`config.mk`:
```
export PLATFORM = sky130hd
export DESIGN_NAME = compare_sweeper
export DESIGN_NICKNAME = d
export VERILOG_FILES = /design/src/rtl/compare_sweeper_pkg.sv /design/src/rtl/compare_sweeper_tick_gen.sv /design/src/rtl/compare_sweeper.sv
export SDC_FILE = /design/constraint.sdc
export NUM_CORES = 1
export LEC_CHECK = 0
export CAP_MARGIN = 20
export CORE_UTILIZATION = 46
export CTS_CLUSTER_SIZE = 24
export DETAILED_ROUTE_END_ITERATION = 7
export GPL_TIMING_DRIVEN = 0
export PLACE_DENSITY = 0.69
export SYNTH_ARGS = -nofsm -noshare
export SYNTH_HDL_FRONTEND = slang
export SYNTH_HIERARCHICAL = 1
export SYNTH_SLANG_ARGS = --single-unit
```
`constraint.sdc`:
```
create_clock -name clk -period 2.5 [get_ports clk]
set_clock_uncertainty 0.2 [all_clocks]
set_input_delay 0.75 -clock clk [delete_from_list [all_inputs] [get_ports clk]]
set_output_delay 0.75 -clock clk [all_outputs]
set_load 0.005 [all_outputs]
```
`src/rtl/compare_sweeper_pkg.sv`:
```
// Shared types and sizes for the 2-bit comparator sweeper.
package compare_sweeper_pkg;

  typedef enum logic [1:0] {
    ST_IDLE  = 2'd0,
    ST_SWEEP = 2'd1,
    ST_DONE  = 2'd2
  } sweep_state_t;

  localparam int OPW    = 2;
  localparam int NPAIRS = 16;
  localparam int IDXW   = 2 * OPW;
  localparam int CNTW   = 5;

  localparam logic [IDXW-1:0] IDX_LAST = IDXW'(NPAIRS - 1);

endpackage

```
`src/rtl/compare_sweeper_tick_gen.sv`:
```
// Hold-time divider: counts 0..TICK_DIV-1 while enabled and strobes on the last count.
module tick_gen #(
  parameter int TICK_DIV = 4
) (
  input  logic clk,
  input  logic rst_n,
  input  logic i_clr,
  input  logic i_en,
  output logic o_last
);

  localparam logic [7:0] LAST_CNT = 8'(TICK_DIV - 1);

  logic [7:0] r_cnt;
  logic       w_at_last;

  assign w_at_last = (r_cnt == LAST_CNT);
  assign o_last    = i_en && w_at_last;

  always_ff @(posedge clk or negedge rst_n) begin
    if (!rst_n) begin
      r_cnt <= '0;
    end else if (i_clr) begin
      r_cnt <= '0;
    end else if (i_en) begin
      r_cnt <= w_at_last ? 8'd0 : r_cnt + 8'd1;
    end
  end

endmodule

```
`src/rtl/compare_sweeper.sv`:
```
// Sweeps all 16 operand pairs through an external 2-bit a>b comparator and counts hits.
// Optional `pass` output when SWEEP_SELF_CHECK_EN is defined.
module compare_sweeper
  import compare_sweeper_pkg::*;
#(
  parameter int TICK_DIV  = 4,
  parameter int EXPECT_GT = 6
) (
  input  logic            clk,
  input  logic            rst_n,
  input  logic            start,
  output logic [OPW-1:0]  a_out,
  output logic [OPW-1:0]  b_out,
  input  logic            g_in,
  output logic            busy,
  output logic            done,
  output logic [CNTW-1:0] gt_count
`ifdef SWEEP_SELF_CHECK_EN
  ,
  output logic            pass
`endif
);

  sweep_state_t    r_state;
  sweep_state_t    w_state_next;
  logic [IDXW-1:0] r_idx;
  logic [CNTW-1:0] r_gt_count;
  logic [CNTW-1:0] w_gt_next;
  logic            w_tick_last;
  logic            w_in_sweep;
  logic            w_launch;
  logic            w_final_sample;

  assign w_in_sweep     = (r_state == ST_SWEEP);
  assign w_launch       = (r_state == ST_IDLE) && start;
  assign w_final_sample = w_in_sweep && w_tick_last && (r_idx == IDX_LAST);
  assign w_gt_next      = r_gt_count + {{(CNTW-1){1'b0}}, g_in};

  // Counter is held at zero outside SWEEP so every sweep starts on a fresh hold.
  tick_gen #(
    .TICK_DIV (TICK_DIV)
  ) u_tick_gen (
    .clk    (clk),
    .rst_n  (rst_n),
    .i_clr  (!w_in_sweep),
    .i_en   (w_in_sweep),
    .o_last (w_tick_last)
  );

  always_ff @(posedge clk or negedge rst_n) begin
    if (!rst_n) begin
      r_state <= ST_IDLE;
    end else begin
      r_state <= w_state_next;
    end
  end

  always_comb begin
    w_state_next = r_state;
    case (r_state)
      ST_IDLE:  if (start) w_state_next = ST_SWEEP;
      ST_SWEEP: if (w_final_sample) w_state_next = ST_DONE;
      ST_DONE:  w_state_next = ST_IDLE;
      default:  w_state_next = ST_IDLE;
    endcase
  end

  always_ff @(posedge clk or negedge rst_n) begin
    if (!rst_n) begin
      r_idx      <= '0;
      r_gt_count <= '0;
    end else if (w_launch) begin
      r_idx      <= '0;
      r_gt_count <= '0;
    end else if (w_in_sweep && w_tick_last) begin
      r_gt_count <= w_gt_next;
      if (r_idx != IDX_LAST) begin
        r_idx <= r_idx + 1'b1;
      end
    end
  end

`ifdef SWEEP_SELF_CHECK_EN
  logic r_pass;

  // Evaluated with the final sample folded in so the verdict is visible during DONE.
  always_ff @(posedge clk or negedge rst_n) begin
    if (!rst_n) begin
      r_pass <= 1'b0;
    end else if (w_launch) begin
      r_pass <= 1'b0;
    end else if (w_final_sample) begin
      r_pass <= (w_gt_next == CNTW'(EXPECT_GT));
    end
  end

  assign pass = r_pass;
`endif

  assign a_out    = w_in_sweep ? r_idx[OPW-1:0]      : '0;
  assign b_out    = w_in_sweep ? r_idx[IDXW-1:OPW]   : '0;
  assign busy     = w_in_sweep;
  assign done     = (r_state == ST_DONE);
  assign gt_count = r_gt_count;

endmodule
```
# Word-level counts from Yosys, hierarchy flattened
# Cells that the tools add are included.
[totals] register_bits=19 latch_bits=0 ram_bits=0 romBits=0 inputBits=4 output_inout_bits=11 wordCells=35 n_memories=0
[op_classes] n_addsub=3 n_mul=0 div=0 n_lt_le_gt_ge=0 n_eq_ne=7 n_shift=0 mux=12 n_bitwise=0 n_reduce_logical=9
[ops] op="two-way mux 8 bit" n=2
[ops] op="two-way mux 4 bit" n=3
[ops] op="two-way mux 5 bit" n=2
[ops] op="adder 8 x 1 -> 8 bit, second input constant" n=1
[ops] op="== test 8 x 2 -> 1 bit, second input constant" n=1
[ops] op="two-way mux 2 bit" n=4
[ops] op="adder 5 x 1 -> 5 bit" n=1
[ops] op="adder 4 x 1 -> 4 bit, second input constant" n=1
[ops] op="== test 4 bit, second input constant" n=1
[ops] op="logical AND 1 bit" n=4
[ops] op="!= test 2 bit, second input constant" n=2
[ops] op="!= test 4 bit, second input constant" n=1
[ops] op="one-hot mux 2 bit (2 select lines)" n=1
[ops] op="AND reduction 2 bit" n=2
[ops] op="nonzero test 2 bit" n=2
[ops] op="== test 2 x 1 -> 1 bit, second input constant" n=1
[ops] op="== test 2 bit, second input constant" n=1
[ops] op="logical NOT 2 bit" n=1

# Depth between registers and ports, before layout
# Gate-level depths: netlist of run 1.
[depth] ltp_word=6 mapped_depth=7

# Modules after synthesis
# The synthesis of run 1 kept the hierarchy.
[modules_own_cells] module="compare_sweeper" instances=1 cells_each=58 area_per_inst_um2=596.8
[modules_own_cells] module="tick_gen" instances=1 cells_each=48 area_per_inst_um2=439.2

# Least setup slack after synthesis of run 1
# OpenSTA, ideal clock, no wires.
[synth_timing] path_type="flip-flop to flip-flop" start="reg r_state[0]" end="reg r_gt_count[3] (netlist: gt_count[3])" t_arrival_ns=1.907 path_slack_ns=0.316 stages_incl_launch_ff=6 path_buffers=0 path_cell_list="dfrtp_1 > nor2b_1 > and3_1 > nand3b_4 > or4_1 > a21oi_1"
[synth_between] elab_chain_cells=4 word_cells_on_any_way=7 cone_classes="1 x eq/ne; 1 x mux; 5 x reduce/logical"
[synth_lines] item="start: declaration" line="compare_sweeper.sv:24" rtl="sweep_state_t r_state;"
[synth_lines] item="start signal: assignment" line="compare_sweeper.sv:54" rtl="r_state <= w_state_next;"
[synth_lines] item="== test 2 x 1 -> 1 bit" line="compare_sweeper.sv:34" rtl="assign w_in_sweep = (r_state == ST_SWEEP);"
[synth_lines] item="net busy" line="compare_sweeper.sv:15" rtl="output logic busy,"
[synth_lines] item="logical AND 1 bit" line="compare_sweeper_tick_gen.sv:18" rtl="assign o_last = i_en && w_at_last;"
[synth_lines] item="net w_tick_last" line="compare_sweeper.sv:29" rtl="logic w_tick_last;"
[synth_lines] item="logical AND 1 bit" line="compare_sweeper.sv:75" rtl="end else if (w_in_sweep && w_tick_last) begin"
[synth_lines] item="nonzero test 2 bit (no line)"
[synth_lines] item="end signal: assignment" line="compare_sweeper.sv:76" rtl="r_gt_count <= w_gt_next;"
[synth_lines] item="end: declaration" line="compare_sweeper.sv:27" rtl="logic [CNTW-1:0] r_gt_count;"
# The timed path passes the listed nets, and every way through them passes these cells.
# A chain may end at the register's enable or synchronous reset.

# Worst setup path in the final report of run 1
[layout_timing] start="reg r_state[1]" end="out busy"
[layout_between] elab_chain_cells=1
[layout_lines] item="== test 2 x 1 -> 1 bit" line="compare_sweeper.sv:34"
[layout_lines] item="end: declaration" line="compare_sweeper.sv:15"
# No other way between the ends.

==> results of run 1 <==
==> registers in the layout, summed over array words and instances, names as in the netlist <==
name / count
gt_count: 5
r_idx: 4
r_state: 2
u_tick_gen/r_cnt: 8
==> per-layer routing <==
layer,vias to the layer above,GRT usage [%]
li1,422,-
met1,407,25.25
met2,9,32.42
met3,2,2.778
met4,0,7.143
met5,-,0
==> through the flow <==
step | hold WS (ns) | setup slack (ns) | area (µm²) | util (%)
global placement | 0.2655 | -0.1374 | 1210 | 59.25
CTS | 0.2990 | 0.01848 | 1284 | 62.87
global route | 0.3422 | 0.0007114 | 1290 | 63.17
detailed placement | 0.2769 | -0.2322 | 1210 | 59.25
floorplan | 0.2544 | 0.3160 | 1036 | -
finish | 0.2906 | 0.04009 | 1290 | 63.17
==> critical path: cells and delay by family (launching register included) <==
family / cells / cell delay [ns]
DFF: 1 / 0.44
and+or+nand+nor: 1 / 0.17
buffers and inverters: 2 / 0.61
==> cell families after synthesis <==
family	count (synthesis)	share of synthesized area, %
AO/OA/AOI/OAI	18	10.63
XOR/XNOR	5	4.228
adder cells (fa/ha/maj)	5	6.039
buffers and inverters	4	1.570
flip-flops	19	45.89
multiplexers	2	1.932
AND/OR/NAND/NOR	53	29.71
==> layout make-up <==
type	count	area (µm²)	share of cell area, %
buffer	1	5.005	0.3880
clock buffer	4	26.28	2.037
inverter	3	11.26	0.8729
multi-input combinational	83	555.5	43.06
sequential	19	478.0	37.05
tap	27	33.78	2.619
timing repair buffer	19	180.2	13.97
==> timing repair <==
action,in CTS,in global routing
cloned,0,0
endpoints found under the setup margin,8,5
endpoints found under the hold margin,0,0
hold buffers,0,0
resized for setup,7,3
pin swaps,1,0
buffers inserted,5,0
==> final timing paths <==
kind | to | slack, ns | start | cells after the start
max | busy | 0.04 | r_state[1] | 3
min | gt_count[4] | 0.29 | gt_count[4] | 1
max reg2reg | gt_count[3] | 0.15 | u_tick_gen/r_cnt[0] | 6
min reg2reg | gt_count[4] | 0.29 | gt_count[4] | 1
max in group asynchronous | r_state[1] | 0.76 | rst_n | 1
min in group asynchronous | u_tick_gen/r_cnt[5] | 0.75 | rst_n | 1
==> power breakdown <==
group          leakage [nW]  total (mW)  internal [mW]  switching, mW
Sequential            0.250       0.451          0.372         0.0790
Combinational         0.357       0.329          0.171          0.158
Clock                0.0150       0.157         0.0620         0.0954
Total                 0.622       0.938          0.605          0.332
==> synthesized netlist by cell type, drive strengths merged (2+ instances only) <==
library cell  instances
nand2                11
ha                    5
nand3                 9
a21oi                 5
inv                   3
xor2                  2
xnor2                 3
nor2b                 3
o21ai                 7
mux2i                 2
nor3                  6
nor2                  6
or3                   3
and2                  4
a21o                  2
and3                  3
a22o                  2
dfrtp                19
==> reports/results.ini, run 1 <==
[status]
status=complete, no violations

[cells_and_area]
num_antenna_cells=0
final_common_cell=dfrtp_1
fillCellCount=179
drive_above_1_share_pct=13.95
final_cell_mix=dfrtp_1, nand2_1, clkdlybuf4s50_1
area.growth.synth_to_final_pct=24.52
instances_no_fill=156
layout.nets=139

[yosys]
synth_top_area_share_pct=45.89
synth_seq_area_share_pct=45.89
ys_warn_count=6
synthTopCellsByArea=dfrtp_1, ha_1, nand2_1
synth_top_area_cell=dfrtp_1
synth_enable_flop_cells=0
ys_async_sr_fraction_pct=100.0
yosys_register_bits=19
ys_types=31
synth_area_um2=1036
syn_area_per_cell_um2=9.774
synth_ff_type=dfrtp_1
synth_fp_nets=115
syn_inst=106

[drt]
routedWlPerCell_um=13.55
wl_met2_um=1016
wl_um=2114
wl_met1_um=1031
viasPerCell=5.385
drtIter0Drc=12
routed.top_layer=met4
drt_pre_antenna_iters=2
num_vias=840
wl_met3_um=47
drc_errors=0
ant_nets=0

[clock_network]
cts_root_buffer=clkbuf_4
numClockSinks=19
cts_buffers=3
cts_tree=done
htreeDepth=1
clk_latency_ns=0.29
clk_path_buf_depth=2
path_clk_slew_ns=0.11

[floorplanning]
placementRows=16
ios=15
dieHeight_um=49.46
core_area_um2=2042
die_width_um=49.46
dieArea_um2=2446
start_util_pct=50.74

[place]
dp_hpwl_um=1471
gp_congestion=0.7979
portBuffers=14
placedCellCount=147

[timing]
period_minus_slack_ns=2.460
finalHoldViolations=0
timing.final.crit_share_pct=98.40
setup_viol=0
relSlewSlack_pct=41.09
fin_tns_setup_ns=0
grt_setup_unrepaired=false
worst_pin_slew_ns=0.8809
maxSlewViolCount=0
fmax_ghz=0.4065

[setup_path]
critPathArrivalTime_ns=1.51
endpoint_kind=output pin
critPathMaxStageDelay_ns=0.48
worstSetupPathType=reg2out
worstPathRequired_ns=1.55
slowest_stage=clkdlybuf4s50_1
crit_fanout=5
worst_setup_path_start_kind=flop
crit_chain=nor2b_4 > buf_4 > clkdlybuf4s50_1

[hold_path]
min_path_type=reg2reg

[global_routing]
grt_first_pass_wirelength_um=3594
first_global_vias=789
grt_max_degree=20
grt_overflow=0
grt_usage_pct=19.33
antenna_found_initial=0

[power]
p_leak_nw=0.6218
power_mw=0.9376
ir_worst_vdd_mv=0.3872
power_density_nw_per_um2=726.9

[flow_run]
maxCapViolations=0

No activity file was read; power rests on OpenSTA's default activity.
==> run 2, diff against run 1 <==
CORE_ASPECT_RATIO = 0.6   (was default)
==> run 2 against run 1 <==
Design area up 2.1%. Critical endpoint is now a_out[0]. Count of clock-buffer cells in the layout decreased by 1. Core utilization rose by 3.3 points. Largest cell class unchanged. Critical path depth unchanged. Register-to-register slack lost 0.04 ns. Critical path type unchanged. Maximum frequency shrank 0.56%. Combinational power up 6.4%. Wire length is 4.7% higher. Die area grew 0.26%. Final cell count increased by 0.64%.
==> reports/results.ini, run 2 (same netlist as run 1, synthesis figures left out) <==
[setup_path]
worstSetupPathType=reg2out
r2r-start=u_tick_gen/r_cnt[0]
critPathMaxStageDelay_ns=0.49
endpoint_kind=output pin
worst_setup_path_start_kind=flop
crit_fanout=6
crit_chain=nor2b_4 > and2_1 > clkdlybuf4s50_1
worstPathRequired_ns=1.55
critPathArrivalTime_ns=1.52
slowest_stage=clkdlybuf4s50_1
crit_start=r_state[1]
r2r_setup_slack_ns=0.11

[timing]
setup_viol=0
period_minus_slack_ns=2.474
relSlewSlack_pct=44.00
fmax_ghz=0.4042
fin_tns_setup_ns=0
maxSlewViolCount=0
finalHoldViolations=0
timing.final.crit_share_pct=98.95
grt_setup_unrepaired=true
worst_pin_slew_ns=0.8374

[global_routing]
grt_max_degree=20
antenna_found_initial=0
grt_overflow=0
first_global_vias=797
grt_first_pass_wirelength_um=3795
grt_usage_pct=21.66

[floorplanning]
core_area_um2=1982
start_util_pct=52.27
dieArea_um2=2452
dieHeight_um=38.76
ios=15
die_width_um=63.27
placementRows=12

[power]
power_mw=1.021
power_density_nw_per_um2=774.7
ir_worst_vdd_mv=0.4219
p_leak_nw=0.6428

[drt]
num_vias=854
drc_errors=0
wl_um=2214
viasPerCell=5.439
ant_nets=0
drtIter0Drc=37
drt_pre_antenna_iters=4
routedWlPerCell_um=14.10

[cells_and_area]
largest_register=u_tick_gen/r_cnt
area.growth.synth_to_final_pct=27.17
final_cell_mix=dfrtp_1, nand2_1, clkdlybuf4s50_1
final_common_cell=dfrtp_1
drive_above_1_share_pct=13.95
num_antenna_cells=0
largest_register_ffs=8
layout.nets=139

[clock_network]
numClockSinks=19
cts_hold_buf=0
clk_path_buf_depth=2
htreeDepth=1
cts_buffers=3
cts_root_buffer=clkbuf_8
clk_latency_ns=0.26
cts_tree=done
path_clk_slew_ns=0.08

[flow_run]
maxCapViolations=0

[place]
portBuffers=14
dp_hpwl_um=1532
gp_congestion=0.7337

[hold_path]
min_path_type=reg2reg
hp-start=gt_count[4]

[status]
status=complete, no violations

## run 2: cell types whose count changed in the layout (fill, tap and decap cells not counted)
| cell | change |
|---|---|
| and2_1 | +1 |
| clkbuf_8 | +3 |
| clkdlybuf4s50_1 | +1 |
| dlymetal6s2s_1 | +1 |
| clkbuf_1 | -1 |
| and2_4 | -1 |
| and3_4 | +1 |
| clkbuf_4 | -3 |
| dlygate4sd2_1 | -2 |
| and3_2 | -1 |
| clkinv_2 | +1 |
## run 2: final timing paths
path,end,depth (start not counted)
setup / recovery,a_out[0],3
hold / removal,gt_count[4],1
setup reg to reg,gt_count[3],6
hold reg to reg,gt_count[4],1
max in group asynchronous,r_state[1],1
min in group asynchronous,r_idx[0],1
## run 2: routing by layer
layer | routed length [µm] | GRT usage [%]
met5 | 0 | 0
met4 | 25 | 9.091
met3 | 97 | 5.294
met2 | 844 | 29.57
met1 | 1246 | 32.11
## run 2: where the power goes
part	switching, mW	internal [mW]
sequential	0.0787	0.373
combinational	0.169	0.181
clock	0.108	0.111
## run 2: final cells by class
| class | instances | area [µm²] |
|---|---|---|
| Fill cell | 169 | 664.4 |
| Multi-Input combinational cell | 83 | 556.8 |
| Sequential cell | 19 | 478.0 |
| Timing Repair Buffer | 19 | 185.2 |
| Clock buffer | 3 | 41.29 |
| Tap cell | 28 | 35.03 |
| Inverter | 3 | 11.26 |
| Clock inverter | 1 | 5.005 |
| Buffer | 1 | 5.005 |
## run 2: per-stage QoR
stage	hold WS, ns	cell area (µm²)	worst slack (ns)	utilization, %	cells
finish	0.2729	1318	0.02617	66.48	157
global placement	0.2598	1211	-0.1792	61.11	148
detailed placement	0.2732	1211	-0.2203	61.11	148
global route	0.3169	1318	-0.02524	66.48	157
CTS	0.2832	1305	0.03440	65.85	157
floorplan	0.2544	1036	0.3160	-	106
## run 2: worst max-delay path, delay by kind of cell, from the launching register on
family,cells,cell delay (ns)
buf+inv,1,0.49
flops,1,0.43
simple gates,2,0.33
## run 2: what timing repair did
action,CTS,global route
gates resized for setup,4,5
buffers inserted,5,0
endpoints found under the setup margin,11,7
==> run 3, diff against run 2 <==
SETUP_SLACK_MARGIN = 0.5   (was default)
==> run 3 against run 2 <==
Non-clock buffer count is 21 higher. Design area is 18% higher. Register-to-register slack better by 0.40 ns. Via count is 13% higher. Combinational power is 50% higher. Critical endpoint is now busy. Power is 16% higher. Highest routed layer unchanged.
==> reports/results.ini, run 3 (same netlist as run 1, synthesis figures left out) <==
[setup_path]
crit_family=flip-flops
r2r-start=u_tick_gen/r_cnt[1]
crit_chain=nor2b_4 > buf_4 > dlygate4sd2_1
crit_fanout=4
worstSetupPathType=reg2out
r2r-end=gt_count[3]
worstPathRequired_ns=1.55
endpoint_kind=output pin
worst_setup_path_start_kind=flop
slowest_stage=dfrtp_2
crit_buf_inv=2
r2r_setup_slack_ns=0.51
ff2ff_path_depth=6
critPathArrivalTime_ns=1.18
critPathMaxStageDelay_ns=0.42

[cells_and_area]
final_cell_mix=buf_4, dfrtp_1, nand2_1
largest_register=u_tick_gen/r_cnt
largest_register_ffs=8
drive_above_1_share_pct=40.00
num_antenna_cells=0
final_common_cell=buf_4
area.growth.synth_to_final_pct=49.88
layout.nets=160

[timing]
relSlewSlack_pct=40.41
period_minus_slack_ns=2.130
fmax_ghz=0.4694
grt_setup_unrepaired=true
maxSlewViolCount=0
fin_tns_setup_ns=0
timing.final.crit_share_pct=85.21
finalHoldViolations=0
setup_viol=0
worst_pin_slew_ns=0.8911

[hold_path]
holdPathStages=2
min_path_type=reg2reg
hp-start=gt_count[4]
min_to=gt_count[4]

[drt]
drt_pre_antenna_iters=4
ant_nets=0
wl_um=2682
drtIter0Drc=43
num_vias=969
viasPerCell=5.444
drc_errors=0
routedWlPerCell_um=15.07

[power]
p_leak_nw=0.7462
ir_worst_vdd_mv=0.6583
power_density_nw_per_um2=762.1
power_mw=1.183

[global_routing]
first_global_vias=863
grt_usage_pct=23.96
grt_overflow=0
grt_max_degree=20
antenna_found_initial=0
grt_first_pass_wirelength_um=4215

[clock_network]
clk_path_buf_depth=2
clk_latency_ns=0.26
cts_tree=done
htreeDepth=1
numClockSinks=19
path_clk_slew_ns=0.07
cts_buffers=3
cts_root_buffer=clkbuf_8

[flow_run]
maxCapViolations=0

[status]
status=complete, no violations

[place]
portBuffers=14
dp_hpwl_um=1571
gp_congestion=0.8831

[floorplanning]
dieHeight_um=38.76
placementRows=12
core_area_um2=1982
ios=15
start_util_pct=52.27
dieArea_um2=2452
die_width_um=63.27

run 3: layout make-up:
class / instances / area [µm²]
multi-input combinational: 83 / 643.1
sequential: 19 / 478.0
fill: 132 / 429.2
timing repair buffer: 40 / 326.6
clock buffer: 4 / 45.04
tap: 28 / 35.03
inverter: 3 / 13.76
buffer: 1 / 11.26
run 3: metrics by stage:
step / setup WS (ns) / util, % / cell area, µm² / hold slack, ns / std cells
global route: 0.3262 / 78.35 / 1553 / 0.3437 / 178
floorplan: 0.5115 / - / 1055 / 0.2544 / 106
detailed placement: 0.1026 / 62.06 / 1230 / 0.2657 / 148
CTS: 0.3683 / 74.12 / 1469 / 0.3364 / 175
finish: 0.3697 / 78.35 / 1553 / 0.3321 / 178
global placement: 0.1406 / 62.06 / 1230 / 0.2593 / 148
run 3: what timing repair did:
action / CTS / global route
pin swaps: 6 / 3
buffers inserted: 23 / 2
setup endpoints to repair: 23 / 17
hold buffers: 0 / 0
gates cloned: 0 / 1
gates resized for setup: 44 / 17
run 3: how the worst max path moves through the flow:
stage	from	end	slack, ns	cells after the start
after detailed placement	r_state[0]	a_out[1]	0.10	3
after global routing	r_state[1]	busy	0.33	3
after global placement	r_state[0]	b_out[1]	0.14	3
after CTS	r_state[1]	busy	0.37	3
final	r_state[1]	busy	0.37	3
after floorplan	u_tick_gen/r_cnt[0]	gt_count[3]	0.51	6
run 3: power by group:
| group | internal (mW) | total (mW) | switching (mW) |
|---|---|---|---|
| Sequential | 0.373 | 0.442 | 0.0698 |
| Clock | 0.113 | 0.217 | 0.104 |
| Combinational | 0.287 | 0.524 | 0.236 |
| Total | 0.773 | 1.18 | 0.410 |
run 3: layer usage:
layer	vias to the layer above	global-route usage, %	wire length, µm
li1	469	-	-
met1	466	32.48	1269
met2	32	39.52	1260
met3	2	5.882	147
met4	0	5.114	4
met5	-	0	0
run 3: worst register-to-register path, delay by kind of cell (launching register included):
| kind | cells | cell delay [ns] |
|---|---|---|
| AND/OR/NAND/NOR | 4 | 1.05 |
| flip-flops | 1 | 0.37 |
| adder cells (fa/ha/maj) | 1 | 0.20 |
| AO/OA/AOI/OAI | 1 | 0.12 |
